[src/rtl/note_sequencer_ctrl.sv]
// Song ROM playback controller: rewinds the selected memory, fetches notes one at a time and holds each for a programmed duration plus a gap.
// Define NOTE_SEQ_LOOP_EN to replay the selected song until stop instead of returning to idle at the end.
module note_sequencer_ctrl #(
    parameter int DATA_WIDTH  = 10,
    parameter int SONG_SEL_W  = 2,
    parameter int NOTE_CYCLES = 50_000_000,
    parameter int GAP_CYCLES  = 5_000_000,
    parameter int CNT_W       = 26
) (
    input  logic                  clk,
    input  logic                  rst_n,
    input  logic                  start,
    input  logic                  stop,
    input  logic                  pause,
    input  logic [SONG_SEL_W-1:0] song_sel,
    output logic [SONG_SEL_W-1:0] mem_sel,
    output logic                  mem_read_en,
    output logic                  mem_read_rst,
    input  logic [DATA_WIDTH-1:0] mem_data,
    input  logic                  mem_output_ready,
    output logic [DATA_WIDTH-1:0] note_out,
    output logic                  note_valid,
    output logic                  playing,
    output logic                  paused,
    output logic                  song_done,
    output logic [5:0]            note_index
);

    typedef enum logic [2:0] {IDLE, REWIND, FETCH, WAIT, PLAY, GAP, DONE} state_t;

    localparam logic [CNT_W-1:0] NOTE_LOAD = CNT_W'(NOTE_CYCLES - 1);
    localparam logic [CNT_W-1:0] GAP_LOAD  = CNT_W'((GAP_CYCLES > 0) ? GAP_CYCLES - 1 : 0);

    state_t           state;
    logic [CNT_W-1:0] counter;

    always_ff @(posedge clk) begin
        if (!rst_n) begin
            state        <= IDLE;
            counter      <= '0;
            mem_sel      <= '0;
            mem_read_en  <= 1'b0;
            mem_read_rst <= 1'b0;
            note_out     <= '0;
            note_valid   <= 1'b0;
            playing      <= 1'b0;
            paused       <= 1'b0;
            song_done    <= 1'b0;
            note_index   <= '0;
        end else begin
            mem_read_en  <= 1'b0;
            mem_read_rst <= 1'b0;
            song_done    <= 1'b0;
            if (stop && state != IDLE) begin
                state        <= IDLE;
                counter      <= '0;
                note_out     <= '0;
                note_valid   <= 1'b0;
                paused       <= 1'b0;
                playing      <= 1'b0;
                mem_read_rst <= 1'b1;
            end else begin
                case (state)
                    IDLE: begin
                        if (start && !stop) begin
                            mem_sel      <= song_sel;
                            mem_read_rst <= 1'b1;
                            note_index   <= '0;
                            playing      <= 1'b1;
                            state        <= REWIND;
                        end
                    end
                    REWIND: state <= FETCH;
                    FETCH: begin
                        mem_read_en <= 1'b1;
                        state       <= WAIT;
                    end
                    WAIT: begin
                        // The strobe is still registered high on the first WAIT cycle;
                        // the memory answers on that edge, so sample one cycle later.
                        if (!mem_read_en) begin
                            if (mem_output_ready) begin
                                note_out   <= mem_data;
                                note_valid <= |mem_data;
                                counter    <= NOTE_LOAD;
                                if (note_index != 6'd63)
                                    note_index <= note_index + 6'd1;
                                state      <= PLAY;
                            end else begin
                                state <= DONE;
                            end
                        end
                    end
                    PLAY: begin
                        if (pause) begin
                            paused     <= 1'b1;
                            note_valid <= 1'b0;
                        end else begin
                            paused <= 1'b0;
                            if (counter == '0) begin
                                note_valid <= 1'b0;
                                if (GAP_CYCLES > 0) begin
                                    counter <= GAP_LOAD;
                                    state   <= GAP;
                                end else begin
                                    state <= FETCH;
                                end
                            end else begin
                                counter    <= counter - CNT_W'(1);
                                note_valid <= |note_out;
                            end
                        end
                    end
                    GAP: begin
                        if (pause) begin
                            paused <= 1'b1;
                        end else begin
                            paused <= 1'b0;
                            if (counter == '0)
                                state <= FETCH;
                            else
                                counter <= counter - CNT_W'(1);
                        end
                    end
                    DONE: begin
                        song_done  <= 1'b1;
                        note_out   <= '0;
                        note_valid <= 1'b0;
`ifdef NOTE_SEQ_LOOP_EN
                        mem_read_rst <= 1'b1;
                        note_index   <= '0;
                        state        <= REWIND;
`else
                        playing <= 1'b0;
                        state   <= IDLE;
`endif
                    end
                    default: state <= IDLE;
                endcase
            end
        end
    end

endmodule

[config.mk]
export PLATFORM = sky130hd
export DESIGN_NAME = note_sequencer_ctrl
export DESIGN_NICKNAME = d
export VERILOG_FILES = /design/src/rtl/note_sequencer_ctrl.sv
export SDC_FILE = /design/constraint.sdc
export NUM_CORES = 1
export LEC_CHECK = 0
export ABC_AREA = 1
export CORE_UTILIZATION = 27
export CTS_CLUSTER_SIZE = 24
export DETAILED_ROUTE_END_ITERATION = 12
export HOLD_SLACK_MARGIN = 0.12
export PLACE_DENSITY = 0.53
export SYNTH_ARGS = -nofsm -noshare
export SYNTH_HDL_FRONTEND = slang
export SYNTH_SLANG_ARGS = --single-unit
[constraint.sdc]
create_clock -name clk -period 1.8 [get_ports clk]
set_input_delay 0.18 -clock clk [delete_from_list [all_inputs] [get_ports clk]]
set_output_delay 0.18 -clock clk [all_outputs]
set_load 0.005 [all_outputs]
# After elaboration in Yosys (flattened, before gate mapping)
# Index checks and enable logic that the tools add are counted.
# totals
regBits	53
latchBits	0
ram_bits	0
rom_bits	0
input_bits	18
output_inout_bits	24
word_cells	89
n_memories	0
# classes
addsub	2
n_mul	0
div_mod_pow	0
order_cmp	0
n_eq_ne	16
n_shift	0
mux	36
bitwise	2
reduce_logical	22
# ops
op	count
2-to-1 mux 26 bit	6
case mux 26 bit (3 select lines)	1
zero test 26 bit	1
subtractor 26 x 1 -> 26 bit (second input constant)	1
2-to-1 mux 6 bit	4
2-to-1 mux 10 bit	2
case mux 10 bit (2 select lines)	1
OR reduction 10 bit	2
2-to-1 mux 3 bit	6
!= test 2 bit (second input constant)	9
case mux 3 bit (6 select lines)	1
AND reduction 6 bit	3
case mux 6 bit (2 select lines)	1
2-to-1 mux 1 bit	11
equality test 3 bit (second input constant)	3
AND reduction 3 bit	3
nonzero test 3 bit	3
adder 6 x 1 -> 6 bit (second input constant)	1
equality test 3 x 2 -> 1 bit (second input constant)	2
!= test 6 bit (second input constant)	1
nonzero test 2 bit	3
OR reduction 2 bit	2
equality test 3 x 1 -> 1 bit (second input constant)	1
zero test 3 bit	1
7 further kinds	9

# Depth between registers and ports, before layout
# logic_depth
depth_word	5
ltp_mapped	12
depth_no_buf	12

# Worst setup path before layout
# Ideal clock, no wire load.
# synth_timing
kind	register to register
from	register counter[0]
to	register counter[22]
setup_ns	0.109
arrival_ns	1.477
required_ns	1.691
path_slack_ns	0.214
path_stages_with_launch	12
path_buffers	0
period_less_slack_ns	1.586
path_cell_list	dfxtp_1 > inv_1 > ha_1 > nand2_1 > nor2_1 > nand2_1 > nor2_2 > nand3_1 > o21ai_2 > nand3_1 > nand2_1 > inv_1
# synth_between
elab_chain_len	4
elab_cells_between_ends	9
classes_between	add/sub (1); eq/ne (1); mux (5); reduce/logical (2)
# synth_lines
element	line_no	source
from (decl)	35	logic [CNT_W-1:0] counter;
from (signal assigned)	109	counter <= counter - CNT_W'(1);
from (signal assigned)	122	counter <= counter - CNT_W'(1);
subtractor 26 x 1 -> 26 bit / zero test 26 bit (equally long branches)	-	
2-to-1 mux 26 bit (on tied branches)	119, 100	
2-to-1 mux 26 bit (on tied branches)	115, 95	
case mux 26 bit (3 select lines)	63	case (state)
# Parallel ways exist; a longest one is shown, timed or not. The select of a mux whose other input is x is not followed.
# A chain may end at the register's enable or synchronous reset.

# Worst setup path after layout
# layout_timing
from	register counter[0]
to	register counter[1]
# The elaborated chain is that of the path after synthesis.

==> flow_metrics.env <==
export IMPL_layout_nets=569
export IMPL_gp_congestion=0.8658
export IMPL_ir_worst_vdd_uv=765.9
export IMPL_synth_edff_count=0
export IMPL_clk_latency_ns=0.30
export IMPL_drt_total_wl_um=8808
export IMPL_core_sq_um=10980
export IMPL_maxCapViolations=0
export IMPL_setup_slack_ns=0.1083
export IMPL_hold_violations=0
export IMPL_port_buffers=41
export IMPL_cts_hold_buf=0
export IMPL_setup_viol=0
export IMPL_cts_buffers=5
export IMPL_relSlewSlack=0.7547
export IMPL_cts_root_buf="clkbuf_16"
export IMPL_period_minus_slack_ns=1.692
export IMPL_total_power_mw=7.956
export IMPL_drc=0
export IMPL_wl_per_cell_um=12.78
export IMPL_final_cells=689
export IMPL_synth_most_common_cell="nand2_1"
export IMPL_hp_class="reg2reg"
export IMPL_drtIter0Drc=160
export IMPL_antenna_found_initial=0
export IMPL_use_met1=0.2030
export IMPL_place_area_sq_um=3968
export IMPL_synth_top_area_share=0.3426
export IMPL_initial_core_util=0.2820
export IMPL_placed_cells=671
export IMPL_met3_usage=0.03228
export IMPL_cts_tree="yes"
export IMPL_grt_ovfl_total=0
export IMPL_start_kind="flip-flop"
export IMPL_power_leakage_nw=1.968
export IMPL_clock_fmax_mhz=591.1
export IMPL_dieArea_sq_um=11900
export IMPL_antennaDiodeCount=0
export IMPL_num_io_pins=42
export IMPL_netlist_instances=460
export IMPL_path_class="reg2reg"
export IMPL_synth_area_leaders="dfxtp_1 (34%), nand2_1 (11%), nor2_1 (8.4%), inv_1 (7.8%), nand3_1 (6.0%)"
export IMPL_multiInputGateArea_sq_um=1795
export IMPL_grt_busiest_layer="met2"
export IMPL_die_x_um=109.1
export IMPL_netlist_area_sq_um=3097
export IMPL_clock_skew_final_ns=0.005396
export IMPL_crit_path_max_fanout=15
export IMPL_fp_row_count=38
export IMPL_synthArstFlopShare=0
export IMPL_clkSlewWorstSetupHoldPaths_ns=0.07
export IMPL_slew_viol_final=0
export IMPL_cp_end_kind="flip-flop"
export IMPL_grt_pass1_vias=3160
export IMPL_synth_ff_type="dfxtp_1"
export IMPL_final_seq_area_sq_um=1065
export IMPL_synth_seq_cells=53
export IMPL_yosysSeqAreaShare=0.3426
export IMPL_arrival_ns=1.89
export IMPL_dr_pass1_iters=4
export IMPL_grt_pass1_wl_um=14870
export IMPL_final_period_utilization=0.9398
export IMPL_n_fill_cell=1204
export IMPL_grt_max_degree=21
export IMPL_status="finished clean"
export IMPL_worst_pin_slew_ns=0.3645
export IMPL_area_growth_pct=39.15
export IMPL_dp_slack_ns=-0.1236
export IMPL_gr_usage_met2=0.2695
export IMPL_drive_above_1_share=0.2004
export IMPL_final_area_sq_um=4309
export IMPL_ant_nets=0
export IMPL_p_per_area_nw_per_um2=1846
export IMPL_syn_avg_cell_area_sq_um=6.732
export IMPL_grt_use_total=0.1593
export IMPL_synth_warnings=0
export IMPL_cts_htree_levels=2
export IMPL_synth_cell_types=41
export IMPL_vias=3242
export IMPL_dp_hpwl_um=6622
export IMPL_synth_fp_nets=481
export IMPL_clock_sinks=53
export IMPL_synthTopCellsByCount="nand2_1 (89), nor2_1 (69), inv_1 (64), dfxtp_1 (53), nand3_1 (37)"
export IMPL_vias_per_cell=4.705
export IMPL_die_h_um=109.1
export IMPL_yosysTopAreaCell="dfxtp_1"
export IMPL_worstPathRequired_ns=2.00
export IMPL_rsz0062_at_grt="true"
export IMPL_cts_path_max_buffers=2
==> area by class of cell <==
type | instances | share of cell area
Inverter | 66 | 0.05807
Clock buffer | 5 | 0.02904
Sequential cell | 53 | 0.2471
Multi-Input combinational cell | 332 | 0.4167
Timing Repair Buffer | 90 | 0.1969
Clock inverter | 3 | 0.01161
Tap cell | 140 | 0.04065
==> cell usage in the layout (no fill, tap or decap), types with 9 or more instances in the layout <==
cell type,instances
o21ai_1,13
inv_1,61
nor2_2,9
nand2_2,9
nand2_1,84
clkdlybuf4s50_1,41
o21ai_0,17
nand3_1,36
a211oi_1,11
a21oi_1,26
dfxtp_1,50
buf_4,42
nor2_1,62
==> per-layer routing <==
metal | routed length [um] | vias up
met5 | 0 | -
met4 | 118 | 0
met3 | 328 | 10
met2 | 4129 | 60
met1 | 4232 | 1490
li1 | - | 1682
==> cells by family after synthesis <==
group                      share of synthesized area
and+or+nand+nor                               0.3677
xor gates and xnor gates                     0.01697
DFF                                           0.3426
adders and majority gates                    0.01212
AOI/OAI and AO/OA                             0.1588
buffers and inverters                         0.1018
==> where the power goes <==
| group | total [mW] | switching (mW) | internal (mW) |
|---|---|---|---|
| sequential | 1.67 | 0.235 | 1.43 |
| clock | 1.16 | 0.491 | 0.670 |
| combinational | 5.13 | 2.99 | 2.14 |
| total | 7.96 | 3.71 | 4.24 |
==> sequential cells by signal, summed over array words and instances, names as in the netlist <==
| signal | cells |
|---|---|
| playing | 1 |
| note_index | 6 |
| counter | 26 |
| state | 3 |
| mem_read_en | 1 |
| note_valid | 1 |
| mem_read_rst | 1 |
| mem_sel | 2 |
| paused | 1 |
| song_done | 1 |
| note_out | 10 |
==> worst paths after layout <==
| kind | start | to | slack (ns) | cells past startpoint |
|---|---|---|---|---|
| worst min register to register | counter[0]$_SDFFE_PP0P_ | counter[0]$_SDFFE_PP0P_ | 0.44 | 1 |
| worst max-delay path | counter[0]$_SDFFE_PP0P_ | counter[1]$_SDFFE_PP0P_ | 0.11 | 11 |
| worst max register to register | counter[0]$_SDFFE_PP0P_ | counter[1]$_SDFFE_PP0P_ | 0.11 | 11 |
| worst min-delay path | counter[0]$_SDFFE_PP0P_ | counter[0]$_SDFFE_PP0P_ | 0.44 | 1 |
==> metrics by stage <==
step / TNS [ns] / utilization / hold slack [ns]
6_report: 0 / 0.3923 / 0.4439
5_1_grt: -0.08840 / 0.3923 / 0.4721
4_1_cts: 0 / 0.3820 / 0.4580
3_5_place_dp: -0.8467 / 0.3612 / 0.4525
3_3_place_gp: -0.4244 / 0.3612 / 0.4477
2_1_floorplan: 0 / - / 0.3028
==> timing repair <==
item,4_1_cts,5_1_grt
pin swaps,2,6
gates resized for setup,1,26
setup endpoints to repair,5,27
buffers inserted,5,4
endpoints found under the hold margin,0,0
cloned,0,1
==> critical path: stages (launching register included) <==
cell,delay [ns]
dfxtp_2,0.33
inv_2,0.07
ha_2,0.19
nand2_2,0.08
nor2_4,0.13
nand2_2,0.08
nor2_4,0.17
a21oi_4,0.08
buf_12,0.15
buf_4,0.13
o21ai_1,0.11
a21oi_1,0.05
No activity file was read; power rests on OpenSTA's default activity.
